### src/rtl/cpu_pkg.sv
// Shared CPU definitions: hazard scoreboard slot format and register-select width.
package cpu_pkg;

   localparam int NUM_HZ_SLOTS = 3;
   localparam int REG_SEL_W    = 3;

   typedef struct packed {
      logic                 valid;
      logic [REG_SEL_W-1:0] sel;
   } hz_slot_t;

   function automatic logic slot_hit(input hz_slot_t s, input logic [REG_SEL_W-1:0] r);
      return s.valid && (s.sel == r);
   endfunction

endpackage

### src/rtl/dff.sv
// Generic W-bit D flip-flop with synchronous active-high reset to zero.
module dff #(
   parameter int W = 1
) (
   input  logic         clk,
   input  logic         rst,
   input  logic [W-1:0] d,
   output logic [W-1:0] q
);

   always_ff @(posedge clk) begin
      if (rst) q <= '0;
      else     q <= d;
   end

endmodule

### src/rtl/hz_slot.sv
// One scoreboard slot {valid, sel}: holds its value while en is low, clears on reset.
module hz_slot
   import cpu_pkg::*;
(
   input  logic     clk,
   input  logic     rst,
   input  logic     en,
   input  hz_slot_t d,
   output hz_slot_t q
);

   logic [$bits(hz_slot_t)-1:0] d_bits;
   logic [$bits(hz_slot_t)-1:0] q_bits;

   assign d_bits = en ? d : q;
   assign q      = q_bits;

   dff #(.W($bits(hz_slot_t))) u_dff (
      .clk (clk),
      .rst (rst),
      .d   (d_bits),
      .q   (q_bits)
   );

endmodule

### src/rtl/reg_hazard_ctrl.sv
// Decode-side RAW hazard controller: tracks EX/MEM/WB destinations, stalls decode,
// inserts execute bubbles and counts stall cycles.
module reg_hazard_ctrl
   import cpu_pkg::*;
#(
   parameter int CNT_W = 16
) (
   input  logic                 clk,
   input  logic                 rst,
   input  logic                 id_valid,
   input  logic [REG_SEL_W-1:0] id_rs_sel,
   input  logic                 id_rs_used,
   input  logic [REG_SEL_W-1:0] id_rt_sel,
   input  logic                 id_rt_used,
   input  logic                 id_wr_en,
   input  logic [REG_SEL_W-1:0] id_wr_sel,
   input  logic                 flush,
   input  logic                 hold,
   output logic                 stall,
   output logic                 ifid_wr_en,
   output logic                 ex_bubble,
   output logic [CNT_W-1:0]     stall_cnt
);

   localparam logic [CNT_W-1:0] CNT_MAX = '1;

   // index 0 = EX, 1 = MEM, 2 = WB
   hz_slot_t slot_d [NUM_HZ_SLOTS];
   hz_slot_t slot_q [NUM_HZ_SLOTS];
   hz_slot_t ex_d;
   logic     hit_rs;
   logic     hit_rt;
   logic     hazard;

   // No register-file bypass, so the WB slot counts as a hazard too.
   always_comb begin
      hit_rs = 1'b0;
      hit_rt = 1'b0;
      for (int i = 0; i < NUM_HZ_SLOTS; i++) begin
         hit_rs = hit_rs | slot_hit(slot_q[i], id_rs_sel);
         hit_rt = hit_rt | slot_hit(slot_q[i], id_rt_sel);
      end
      hazard     = ~rst & id_valid & ((id_rs_used & hit_rs) | (id_rt_used & hit_rt));
      stall      = hazard & ~flush;
      ifid_wr_en = ~stall & ~hold;
      ex_bubble  = stall | flush | ~id_valid;
      ex_d.valid = id_valid & id_wr_en & ~stall & ~flush;
      ex_d.sel   = id_wr_sel;
   end

   always_comb begin
      slot_d[0] = ex_d;
      for (int i = 1; i < NUM_HZ_SLOTS; i++) slot_d[i] = slot_q[i-1];
   end

   for (genvar g = 0; g < NUM_HZ_SLOTS; g++) begin : g_slot
      hz_slot u_slot (
         .clk (clk),
         .rst (rst),
         .en  (~hold),
         .d   (slot_d[g]),
         .q   (slot_q[g])
      );
   end

   always_ff @(posedge clk) begin
      if (rst)
         stall_cnt <= '0;
      else if (stall && !hold && stall_cnt != CNT_MAX)
         stall_cnt <= stall_cnt + CNT_W'(1);
   end

endmodule

### config.mk
export PLATFORM = sky130hd
export DESIGN_NAME = reg_hazard_ctrl
export DESIGN_NICKNAME = d
export VERILOG_FILES = /design/src/rtl/cpu_pkg.sv /design/src/rtl/dff.sv /design/src/rtl/hz_slot.sv /design/src/rtl/reg_hazard_ctrl.sv
export SDC_FILE = /design/constraint.sdc
export NUM_CORES = 1
export LEC_CHECK = 0
export ABC_AREA = 0
export ABC_CLOCK_PERIOD_IN_PS = 2780
export CAP_MARGIN = 20
export CORE_UTILIZATION = 49
export DETAILED_ROUTE_END_ITERATION = 6
export GPL_TIMING_DRIVEN = 0
export PLACE_DENSITY = 0.85
export SYNTH_ARGS = -nofsm -noshare
export SYNTH_HDL_FRONTEND = slang
export SYNTH_SLANG_ARGS = --single-unit
### constraint.sdc
create_clock -name clk -period 2.78 [get_ports clk]
set_input_delay 0.834 -clock clk [delete_from_list [all_inputs] [get_ports clk]]
set_output_delay 0.834 -clock clk [all_outputs]
set_load 0.05 [all_outputs]
==> results of run 1 <==
==> power breakdown <==
group          internal (µW)  switching, µW  leakage [µW]
sequential               407           9.66      0.000226
combinational           57.9           48.3      0.000508
clock                    146            132     0.0000279
==> critical path, delay by kind of cell <==
family / cells / cell delay (ns)
xor+xnor: 1 / 0.23
compound gates: 1 / 0.21
simple gates: 4 / 0.51
buf+inv: 2 / 0.28
==> repair_timing <==
action                     4_1_cts  5_1_grt
gates resized for setup         66        6
pin swaps                       12        4
setup endpoints to repair        4        3
buffers inserted                 2        2
==> cell usage after synthesis, types with 2 or more instances <==
library cell and count:
sky130_fd_sc_hd__dfxtp_1 28, sky130_fd_sc_hd__xnor2_1 18, sky130_fd_sc_hd__a21oi_1 15, sky130_fd_sc_hd__nor2_1 15
sky130_fd_sc_hd__o31ai_1 12, sky130_fd_sc_hd__or4_1 12, sky130_fd_sc_hd__mux2i_1 11, sky130_fd_sc_hd__nand4_1 10
sky130_fd_sc_hd__nand2_1 6, sky130_fd_sc_hd__nand3_1 5, sky130_fd_sc_hd__buf_2 4, sky130_fd_sc_hd__clkbuf_1 4
sky130_fd_sc_hd__inv_1 4, sky130_fd_sc_hd__o21ai_0 3, sky130_fd_sc_hd__a31oi_2 2, sky130_fd_sc_hd__and3_1 2
sky130_fd_sc_hd__nor3_1 2
==> sequential cells by signal (all words and copies together) (netlist names) <==
signal / cells
stall_cnt: 16
g_slot.u_slot.u_dff.q: 12
==> metal layers <==
| layer | global-route usage [%] | vias to the layer above |
|---|---|---|
| li1 | - | 727 |
| met1 | 30.65 | 760 |
| met5 | 0 | - |
| met4 | 12.24 | 0 |
| met3 | 3.571 | 16 |
| met2 | 45.85 | 74 |
==> final cells by class <==
class | count | area, µm² | share of cell area (%)
plain buffers | 10 | 53.80 | 2.494
clock buffers | 3 | 22.52 | 1.044
clock inverters | 1 | 30.03 | 1.392
inverters | 4 | 15.01 | 0.6961
multi-input cells | 130 | 1049 | 48.61
flip-flops and latches | 28 | 560.5 | 25.99
well taps | 31 | 38.79 | 1.798
repair buffers | 38 | 387.9 | 17.98
==> logic make-up after synthesis <==
family / share of synthesized area, %
AO/OA/AOI/OAI: 15.68
flip-flops: 36.78
AND/OR/NAND/NOR: 24.14
buffers and inverters: 4.268
XOR/XNOR: 10.34
adder cells (fa/ha/maj): 0.8209
multiplexers: 7.964
==> worst max path at each step <==
stage,cells past startpoint,end,slack [ns]
2_1_floorplan,6,ifid_wr_en,-0.17
3_3_place_gp,7,stall,-1.18
3_5_place_dp,7,stall,-1.25
4_1_cts,8,ifid_wr_en,-0.08
5_1_grt,8,ifid_wr_en,-0.19
6_report,8,ifid_wr_en,-0.13
==> through the flow <==
stage | instance area (µm²) | instances | total power [µW]
finish | 2157 | 245 | 801.3
global route | 2157 | 245 | 825.8
CTS | 2091 | 243 | 788.3
detailed placement | 1986 | 237 | 516.0
global placement | 1986 | 237 | 512.5
floorplan | 1607 | 172 | 475.6
==> reports/results.txt, run 1 <==
Area enclosed by the die boundary: 0.003337 mm²
Number of antenna-violating nets in the routed design: 0
Drt initial violations: 97
Number of buffers on the longest clock path: 2
Met2 wire length: 2.341 mm
Post-detail-place hpwl: 3.057 mm
Worst slew margin relative to its limit: 50.26%
Layout overhead on the synthesized area: 41.54%
Share of the synthesized area in the top cell type: 36.78%
Fraction of final layout cells with drive strength greater than 1: 23.36%
Synth Cell Area: 0.001524 mm²
Detailed-route wire length per cell: 17.98 µm
Via-per-instance ratio: 6.437
Reg clk slew, reported paths: 0.16 ns
Crit Path Category: input pin to primary output
Unrepaired setup endpoints after global routing: true
Core region area: 0.002853 mm²
Maximum number of pins on one net before global-route repair: 17
Setup Total Neg Slack: -0.3580 ns
Clock tree from TritonCTS: built
Synthesized netlist net count: 190
Proportion of synthesized flip-flops having asynchronous set or reset: 0%
Worst vdd rail ir drop: 0.3461 mV
Worst Reg-to-Reg Cells: 9
Class of the tightest hold or removal check: flip-flop to flip-flop
Worst Setup End Kind: primary output
Number of instances on the worst hold path: 2
Share of the yosys chip area belonging to registers: 36.78%
Initial DRT Pass Iterations: 7
Critical Path Source: id_rt_sel[2]
Boundary Pins: 36
Syn Inst Count: 172
Final core utilization: 75.61%
Total routing resource utilization after global routing: 25.77%
Remaining routing DRC violations: 3
Detailed-route via count: 1577
Number of different library cells in the post-synthesis netlist: 36
Worst R2R End: stall_cnt[5]$_SDFFE_PP0P_
Main area contributors after synthesis: sky130_fd_sc_hd__dfxtp_1, sky130_fd_sc_hd__xnor2_1, sky130_fd_sc_hd__mux2i_1
Worst slack on hold paths: 0.5378 ns
Register bit count reported by yosys: 28
Highest metal used: met4
Count of input and output buffers: 34
Max-cap viol count: 0
WL met3: 225 µm
Global-route wire length before repair: 6.686 mm
Total congestion overflow: 0
Min setup slack post-route: -0.1271 ns
Most area-hungry cell type in the Yosys netlist: sky130_fd_sc_hd__dfxtp_1
Leading register cell type out of synthesis: sky130_fd_sc_hd__dfxtp_1
Hold bufs inserted after CTS: 0
Post-layout net count: 233
Violations in the final reports: design-rule violations, negative setup slack
Startpoint class of the critical path: input pin
Sink Count: 28
N_diodes: 0
Slowest-stage cell, CP: sky130_fd_sc_hd__xnor2_1
Post-Route M1 WL: 1.693 mm
Worst reg2reg startpoint: g_slot[1].u_slot.u_dff.q[2]$_SDFFE_PP0N_
Share of the clock period used by the worst path: 104.6%
Fin. max-slew vios: 0
Clk Tree Root Cell: sky130_fd_sc_hd__clkbuf_4
Number of global-route vias before repair: 1490
Hold Vio Cnt, Final: 0
H-tree level count: 1
LEAKAGE: 0.0007622 µW
Starting density of the core: 53.42%
Actual slew at the worst max-slew pin: 0.7461 ns
Most common cell after layout, fill and taps aside: sky130_fd_sc_hd__dfxtp_1
Wirelength, routed: 4.405 mm
CP required: 1.95 ns
Register-to-register setup slack: 0.35 ns
Fmax achieved: 344.0 MHz
Biggest fanout along the worst timing path: 3
Outcome: finished with violations
Yosys warns: 0
Largest stage delay on the critical path: 0.23 ns
# rows: 19
Source of the worst hold timing path: stall_cnt[8]$_SDFFE_PP0P_
Ordered list of cells on the worst path: buf_6 -> xnor2_1 -> nand4_1 -> a31oi_4 -> nor2_4 -> nor3_4 -> nor2_4 -> buf_6
Average size of a mapped cell: 8.860 µm²
Worst slack at placement: -1.254 ns
Worst-Skew Late Latency: 0.34 ns
Power density relative to cell area: 371.5 mW/mm²
Total of fill cells in the finished design: 186
Minimum clock period: 2.907 ns
Count of flip-flops with a built-in enable after synthesis: 0
Vertical die dimension: 57.77 µm
Horiz. Die Dim: 57.77 µm
Number of buffers added by the clock tree synthesis step: 3
Skew final: 0.006176 ns
Initial antenna violation count: 0
Arrival time at the worst endpoint: 2.07 ns
Worst-case hold path end point: stall_cnt[8]$_SDFFE_PP0P_
Top library cells by usage in the layout, fill and taps aside: sky130_fd_sc_hd__dfxtp_1, sky130_fd_sc_hd__clkdlybuf4s50_1, sky130_fd_sc_hd__a21oi_1
GP Congestion: 0.7899
Final-report setup violation count: 3
No activity file was read; power rests on OpenSTA's default activity.
==> run 2, diff against run 1 <==
Settings changed: ABC_AREA 0 to 1, CORE_UTILIZATION 49 to 51, PLACE_DENSITY 0.85 to 0.86, SKIP_CTS_REPAIR_TIMING from default to 1, SLEW_MARGIN from default to 40.
==> run 2 against run 1 <==
The flow now finishes without violations. Setup slack better by 0.21 ns. Total power increased by 2.5%. Count of clock-buffer cells in the layout is the same. Clock power barely moved. Sequential cell count unchanged. Largest power group unchanged.
==> reports/results.txt, run 2 <==
Outcome: completed (was finished with violations)
Total area of multi-input combinational cells: 0.001042 mm² (was 0.001049 mm²)
Detailed-route via count: 1865 (was 1577)
Boundary Pins: 36 (unchanged)
Skew final: 0.005782 ns (was 0.006176 ns)
Reg clk slew, reported paths: 0.16 ns (about the same)
Remaining routing DRC violations: 0 (was 3)
Worst slack at placement: -1.069 ns (was -1.254 ns)
Biggest fanout along the worst timing path: 3 (unchanged)
Worst reg2reg startpoint: stall_cnt[0]$_SDFFE_PP0P_ (was g_slot[1].u_slot.u_dff.q[2]$_SDFFE_PP0N_)
Area used by sequential logic in the layout: 560.5 µm² (unchanged)
Total routing resource utilization after global routing: 23.70% (was 25.77%)
Number of global-route vias before repair: 1586 (was 1490)
Core region area: 0.003153 mm² (was 0.002853 mm²)
Most repeated cell in the gate-level netlist after synthesis: sky130_fd_sc_hd__nand2_1 (was sky130_fd_sc_hd__dfxtp_1)
Average size of a mapped cell: 6.155 µm² (was 8.860 µm²)
Sink Count: 28 (unchanged)
Share of the synthesized area in the top cell type: 31.95% (was 36.78%)
Fraction of final layout cells with drive strength greater than 1: 14.77% (was 23.36%)
Yosys warns: 0 (unchanged)
Class of the tightest hold or removal check: flip-flop to flip-flop (unchanged)
Number of instances on the worst hold path: 2 (unchanged)
Largest stage delay on the critical path: 0.49 ns (was 0.23 ns)
Proportion of synthesized flip-flops having asynchronous set or reset: 0% (unchanged)
Count of input and output buffers: 35 (was 34)
Leading register cell type out of synthesis: sky130_fd_sc_hd__dfxtp_1 (unchanged)
Worst-Skew Late Latency: 0.34 ns (about the same)
Max FFs per register: 16 (unchanged)
Arrival time at the worst endpoint: 1.86 ns (was 2.07 ns)
Maximum number of pins on one net before global-route repair: 17 (unchanged)
Worst R2R End: stall_cnt[15]$_SDFFE_PP0P_ (was stall_cnt[5]$_SDFFE_PP0P_)
Register-to-register setup slack: 0.85 ns (was 0.35 ns)
Worst setup path endpoint: ifid_wr_en (unchanged)
Initial DRT Pass Iterations: 4 (was 7)
Setup Total Neg Slack: 0 ns (was -0.3580 ns)
Hold Vio Cnt, Final: 0 (unchanged)
Synthesized netlist net count: 303 (was 190)
Switching part of the total: 25.87% (was 23.75%)
Register with the highest flop count: stall_cnt (unchanged)
Combinational fraction of design power: 14.7% (was 13.2%)
Worst Setup End Kind: primary output (unchanged)
Share of the clock period used by the worst path: 96.84% (was 104.6%)
CP required: 1.95 ns (about the same)
P_int: 609.2 µW (was 611.0 µW)
Drt initial violations: 124 (was 97)
Global-route wire length before repair: 6.561 mm (was 6.686 mm)
Number of antenna-violating nets in the routed design: 0 (unchanged)
Fin. max-slew vios: 0 (unchanged)
Worst slew margin relative to its limit: 65.74% (was 50.26%)
Ordered list of cells on the worst path: clkdlybuf4s50_1 -> nor2_4 -> nand3_4 -> nand2_2 -> inv_2 -> buf_6 (was buf_6 -> xnor2_1 -> nand4_1 -> a31oi_4 -> nor2_4 -> nor3_4 -> nor2_4 -> buf_6)
Post-layout net count: 344 (was 233)
# rows: 20 (was 19)
Syn Inst Count: 285 (was 172)
Main area contributors after synthesis: sky130_fd_sc_hd__dfxtp_1, sky130_fd_sc_hd__nand2_1, sky130_fd_sc_hd__nor2_1 (was sky130_fd_sc_hd__dfxtp_1, sky130_fd_sc_hd__xnor2_1, sky130_fd_sc_hd__mux2i_1)
Top library cells by usage in the layout, fill and taps aside: sky130_fd_sc_hd__nand2_1, sky130_fd_sc_hd__nor2_1, sky130_fd_sc_hd__dfxtp_1 (was sky130_fd_sc_hd__dfxtp_1, sky130_fd_sc_hd__clkdlybuf4s50_1, sky130_fd_sc_hd__a21oi_1)
Starting density of the core: 55.63% (was 53.42%)
Max-cap viol count: 0 (unchanged)
Switch Pwr: 212.6 µW (was 190.3 µW)
Clk Tree Root Cell: sky130_fd_sc_hd__clkbuf_4 (unchanged)
Most area-hungry cell type in the Yosys netlist: sky130_fd_sc_hd__dfxtp_1 (unchanged)
Register bit count reported by yosys: 28 (unchanged)
Post-detail-place hpwl: 3.052 mm (was 3.057 mm)
Worst vdd rail ir drop: 0.2830 mV (was 0.3461 mV)
Wirelength, routed: 4.206 mm (was 4.405 mm)
Crit Path Category: input pin to primary output (unchanged)
Share of the yosys chip area belonging to registers: 31.95% (was 36.78%)
GP Congestion: 0.8708 (was 0.7899)
Registers with the most flip-flops: stall_cnt (16), g_slot.u_slot.u_dff.q (12) (unchanged)
Total of fill cells in the finished design: 289 (was 186)
Detailed-route wire length per cell: 11.40 µm (was 17.98 µm)
Startpoint class of the critical path: input pin (unchanged)
Worst Reg-to-Reg Cells: 10 (was 9)
CP Depth: 6 (was 8)
Count of flip-flops with a built-in enable after synthesis: 0 (unchanged)
Number of buffers on the longest clock path: 2 (unchanged)
Synth Cell Area: 0.001754 mm² (was 0.001524 mm²)
Area enclosed by the die boundary: 0.003678 mm² (was 0.003337 mm²)
Initial antenna violation count: 0 (unchanged)
Slowest-stage cell, CP: sky130_fd_sc_hd__clkdlybuf4s50_1 (was sky130_fd_sc_hd__xnor2_1)
Minimum clock period: 2.692 ns (was 2.907 ns)
Via-per-instance ratio: 5.054 (was 6.437)
Number of buffers added by the clock tree synthesis step: 3 (unchanged)
Vertical die dimension: 60.65 µm (was 57.77 µm)
Clock power share: 33.7% (was 34.7%)
Critical Path Source: rst (was id_rt_sel[2])
Layout overhead on the synthesized area: 27.10% (was 41.54%)
Kind of cell adding the most delay to the critical path: buffers and inverters (was simple AND/OR/NAND/NOR gates)
Final core utilization: 70.71% (was 75.61%)
Number of different library cells in the post-synthesis netlist: 27 (was 36)
Actual slew at the worst max-slew pin: 0.5138 ns (was 0.7461 ns)
Final-report setup violation count: 0 (was 3)
Most common cell after layout, fill and taps aside: sky130_fd_sc_hd__nand2_1 (was sky130_fd_sc_hd__dfxtp_1)
Total congestion overflow: 0 (unchanged)
Min setup slack post-route: 0.08775 ns (was -0.1271 ns)
Sequential group share of total power: 51.6% (was 52.0%)
LEAKAGE: 0.001017 µW (was 0.0007622 µW)
N_diodes: 0 (unchanged)
Power density relative to cell area: 368.6 mW/mm² (was 371.5 mW/mm²)
Most numerous cell types in the synthesized netlist: sky130_fd_sc_hd__nand2_1, sky130_fd_sc_hd__nor2_1, sky130_fd_sc_hd__dfxtp_1, sky130_fd_sc_hd__inv_1, sky130_fd_sc_hd__nand3_1 (was sky130_fd_sc_hd__dfxtp_1, sky130_fd_sc_hd__xnor2_1, sky130_fd_sc_hd__a21oi_1, sky130_fd_sc_hd__nor2_1)
Fmax achieved: 371.4 MHz (was 344.0 MHz)
Worst slack on hold paths: 0.5043 ns (was 0.5378 ns)
Clock tree from TritonCTS: built (unchanged)
Horiz. Die Dim: 60.65 µm (was 57.77 µm)
Buf/Inv on CP: 3 (was 2)
H-tree level count: 1 (unchanged)
## run 2: changes by cell type in the layout (fill, tap and decap cells not counted), moves of 7 or more
cell and delta:
sky130_fd_sc_hd__nand2_1 +82, sky130_fd_sc_hd__nor2_1 +44, sky130_fd_sc_hd__inv_1 +19, sky130_fd_sc_hd__nand3_1 +15
sky130_fd_sc_hd__xnor2_2 -13, sky130_fd_sc_hd__o31ai_1 -12, sky130_fd_sc_hd__or4_1 -12, sky130_fd_sc_hd__a21oi_2 +11
sky130_fd_sc_hd__mux2i_1 -11, sky130_fd_sc_hd__o21ai_0 +9, sky130_fd_sc_hd__inv_2 +7, sky130_fd_sc_hd__nand4_1 -7
## run 2: worst min-delay path by stage
stage / from / end / slack [ns]
after global placement: g_slot[2].u_slot.u_dff.q[1]$_SDFFE_PP0N_ / g_slot[2].u_slot.u_dff.q[1]$_SDFFE_PP0N_ / 0.48
after global routing: g_slot[2].u_slot.u_dff.q[1]$_SDFFE_PP0N_ / g_slot[2].u_slot.u_dff.q[1]$_SDFFE_PP0N_ / 0.54
final: g_slot[2].u_slot.u_dff.q[1]$_SDFFE_PP0N_ / g_slot[2].u_slot.u_dff.q[1]$_SDFFE_PP0N_ / 0.50
after floorplan: g_slot[0].u_slot.u_dff.q[3]$_SDFFE_PP0N_ / g_slot[0].u_slot.u_dff.q[3]$_SDFFE_PP0N_ / 0.45
after CTS: g_slot[2].u_slot.u_dff.q[1]$_SDFFE_PP0N_ / g_slot[2].u_slot.u_dff.q[1]$_SDFFE_PP0N_ / 0.51
after detailed placement: g_slot[2].u_slot.u_dff.q[1]$_SDFFE_PP0N_ / g_slot[2].u_slot.u_dff.q[1]$_SDFFE_PP0N_ / 0.49
## run 2: per-layer routing
layer	vias up	share of wire, %	GRT usage [%]
met3	6	4.1	2.345
met1	838	47	30.20
met2	43	47	41.13
li1	978	-	-
met4	0	1.2	9.416
met5	-	0	0
## run 2: stage by stage
step	instances	total power [µW]	area, µm²
after global routing	369	856.2	2230
final	369	821.7	2230
after CTS	368	818.7	2212
after floorplan	285	501.0	1754
after detailed placement	364	547.9	2160
after global placement	364	545.2	2160
## run 2: power groups by stage
stage / Combinational (µW) / Sequential (µW) / Clock, µW
finish: 121 / 424 / 277
global placement: 114 / 432 / 0
floorplan: 70.6 / 430 / 0
CTS: 117 / 423 / 278
detailed placement: 116 / 432 / 0
global route: 135 / 426 / 296
## run 2: cell families after synthesis
| logic type | synth area share, % |
|---|---|
| xor+xnor | 0.4994 |
| flops | 31.95 |
| compound gates | 12.05 |
| buf+inv | 9.486 |
| fa+ha+maj | 0.7132 |
| simple gates | 45.29 |
## run 2: layout make-up
| type | instances | area share, % |
|---|---|---|
| Multi-Input combinational cell | 219 | 46.75 |
| Sequential cell | 28 | 25.14 |
| Timing Repair Buffer | 36 | 15.71 |
| Inverter | 32 | 5.499 |
| Tap cell | 44 | 2.469 |
| Buffer | 6 | 2.076 |
| Clock inverter | 1 | 1.347 |
| Clock buffer | 3 | 1.010 |
## run 2: worst register-to-register path, cell delays in order, from the launching register on
cell,delay [ns]
sky130_fd_sc_hd__dfxtp_1,0.42
sky130_fd_sc_hd__ha_1,0.20
sky130_fd_sc_hd__nand2_1,0.12
sky130_fd_sc_hd__nor3_4,0.21
sky130_fd_sc_hd__nand3_1,0.15
sky130_fd_sc_hd__nor2_1,0.31
sky130_fd_sc_hd__nor3_2,0.11
sky130_fd_sc_hd__nand2_1,0.09
sky130_fd_sc_hd__nor2_1,0.05
sky130_fd_sc_hd__a21oi_2,0.12
sky130_fd_sc_hd__nor2_1,0.05
==> RTL edit (config.mk and constraints of run 1) <==
Change the package constant `REG_SEL_W` from 3 to 2.
--- a/src/rtl/cpu_pkg.sv
+++ b/src/rtl/cpu_pkg.sv
@@ -3,5 +3,5 @@
 
    localparam int NUM_HZ_SLOTS = 3;
-   localparam int REG_SEL_W    = 3;
+   localparam int REG_SEL_W    = 2;
 
    typedef struct packed {
Ports: changed (resized id_rs_sel, id_rt_sel and id_wr_sel); port bits go from 36 to 33. The function was not compared with the original's and may differ.
==> RTL edit against run 1 <==
  * The run ends with negative setup slack left
  * Design area shrank 6.5%
  * Routed wire length shrank 21%
  * Area after synthesis shrank 5.5%
  * First-iteration DRC count shrank 73%
  * Worst setup slack gained 0.070 ns
  * Clock power shrank 41%
  * Sequential cell count shrank 3
  * Total power shrank 22%
  * Sequential power shrank 12%
  * Largest cell class unchanged
==> RTL edit: results <==
set metrics [dict create \
    grt_first_pass_wirelength_microns 5710 \
    grt_usage 0.227 \
    power_frac_comb 0.143 \
    numCtsBuffers 3 \
    setup_slack_ns -0.0570 \
    cts.clk_slew.worst_paths_ns 0.14 \
    place_area_sq_mm 0.00183 \
    gp_congestion 0.784 \
    via_per_inst 5.89 \
    async_flop_share 0 \
    grt_max_degree 14 \
    nFillCells 201 \
    power.leakage_nw 0.706 \
    grt_pass1_vias 1343 \
    h-tree-depth 1 \
    wl_met2_microns 1930 \
    wl_met3_microns 94 \
    setup_tns_ns -0.0720 \
    synth_common_cells "dfxtp_1, nor2_1, a21oi_1, xnor2_1" \
    num_antenna_cells 0 \
    setup_violations 2 \
    tightest_slew_ns 0.522 \
    wl_met1_microns 1380 \
    finalNetCount 211 \
    ys_seq_area_frac 0.348 \
    violations "negative setup slack" \
    place_hpwl_microns 2480 \
    drt_iter0_markers 26 \
    cpMaxStageDelayCell "nor3_4" \
    reg_top3 "stall_cnt: 16 flops, g_slot.u_slot.u_dff.q: 9 flops" \
    power.internal_w 0.000464 \
    synth_area_leaders "dfxtp_1, mux2i_1, xnor2_1" \
    drt_pass1_iterations 4 \
    peakVddDrop_mv 0.234 \
    crit_family "simple AND/OR/NAND/NOR gates" \
    portBuffers 32 \
    clk_latency_ns 0.32 \
    highest_layer "met4" \
    use_met2 0.466 \
    skew_ns 0.00799 \
    synth_cell_types 40 \
    pre_cts_slack_ns -1.22 \
    drive_gt1_frac 0.303 \
    root_buffer "clkbuf_4" \
    status "complete, but fails checks" \
    power_density_mw_per_mm2 308 \
    clockBufferDepth 2 \
    critPathMaxStageDelay_ns 0.29 \
    antenna_found_initial 0 \
    grt_util_met3 0.0209 \
    post_drt_wl_per_cell_microns 15.4 \
    worstPathMaxFanout 3 \
    grt_use_met1 0.236 \
    fin_area_sq_mm 0.00202 \
    synth_nets 170 \
    ys_warn_count 0 \
]
RTL edit: logic make-up (layout without fill, tap and decap cells):
logic type                 after synthesis  in the layout  synth area share
and+or+nand+nor                         65             65             0.281
AOI/OAI and AO/OA                       30             30             0.155
DFF                                     25             25             0.348
xor gates and xnor gates                12             12            0.0730
muxes                                   12             12            0.0973
buffers and inverters                   10             50            0.0382
adders and majority gates                1              1           0.00869
RTL edit: path summary, 6_finish.rpt:
path	from	endpoint	slack, ns	cells after the start
max	id_rs_sel[0]	ifid_wr_en	-0.06	8
min	stall_cnt[4]	stall_cnt[4]	0.52	2
max reg2reg	g_slot[1].u_slot.u_dff.q[1]	stall_cnt[14]	0.70	8
min reg2reg	stall_cnt[4]	stall_cnt[4]	0.52	2
RTL edit: stage by stage:
stage | power (W) | std cells | hold slack (ns)
global route | 0.000646 | 226 | 0.551
finish | 0.000622 | 226 | 0.520
floorplan | 0.000415 | 155 | 0.486
CTS | 0.000617 | 225 | 0.519
detailed placement | 0.000449 | 218 | 0.493
global placement | 0.000445 | 218 | 0.480
RTL edit: area by class of cell:
type	instances	share of cell area
clock buffers	4	0.0130
repair buffers	36	0.177
well taps	31	0.0192
flip-flops and latches	25	0.248
multi-input cells	120	0.511
inverters	2	0.00372
plain buffers	8	0.0279
RTL edit: power by group through the flow:
stage	registers, W	clock network, W	logic [W]
CTS	0.000369	0.000166	0.0000824
finish	0.000369	0.000164	0.0000892
global placement	0.000375	0	0.0000710
global route	0.000370	0.000181	0.0000947
floorplan	0.000374	0	0.0000411
detailed placement	0.000375	0	0.0000736
RTL edit: timing repair:
| item | in CTS | in global routing |
|---|---|---|
| gates resized for setup | 59 | 17 |
| endpoints found under the setup margin | 3 | 3 |
| hold endpoints to repair | 0 | 0 |
| pin swaps | 13 | 10 |
| buffers inserted | 3 | 1 |
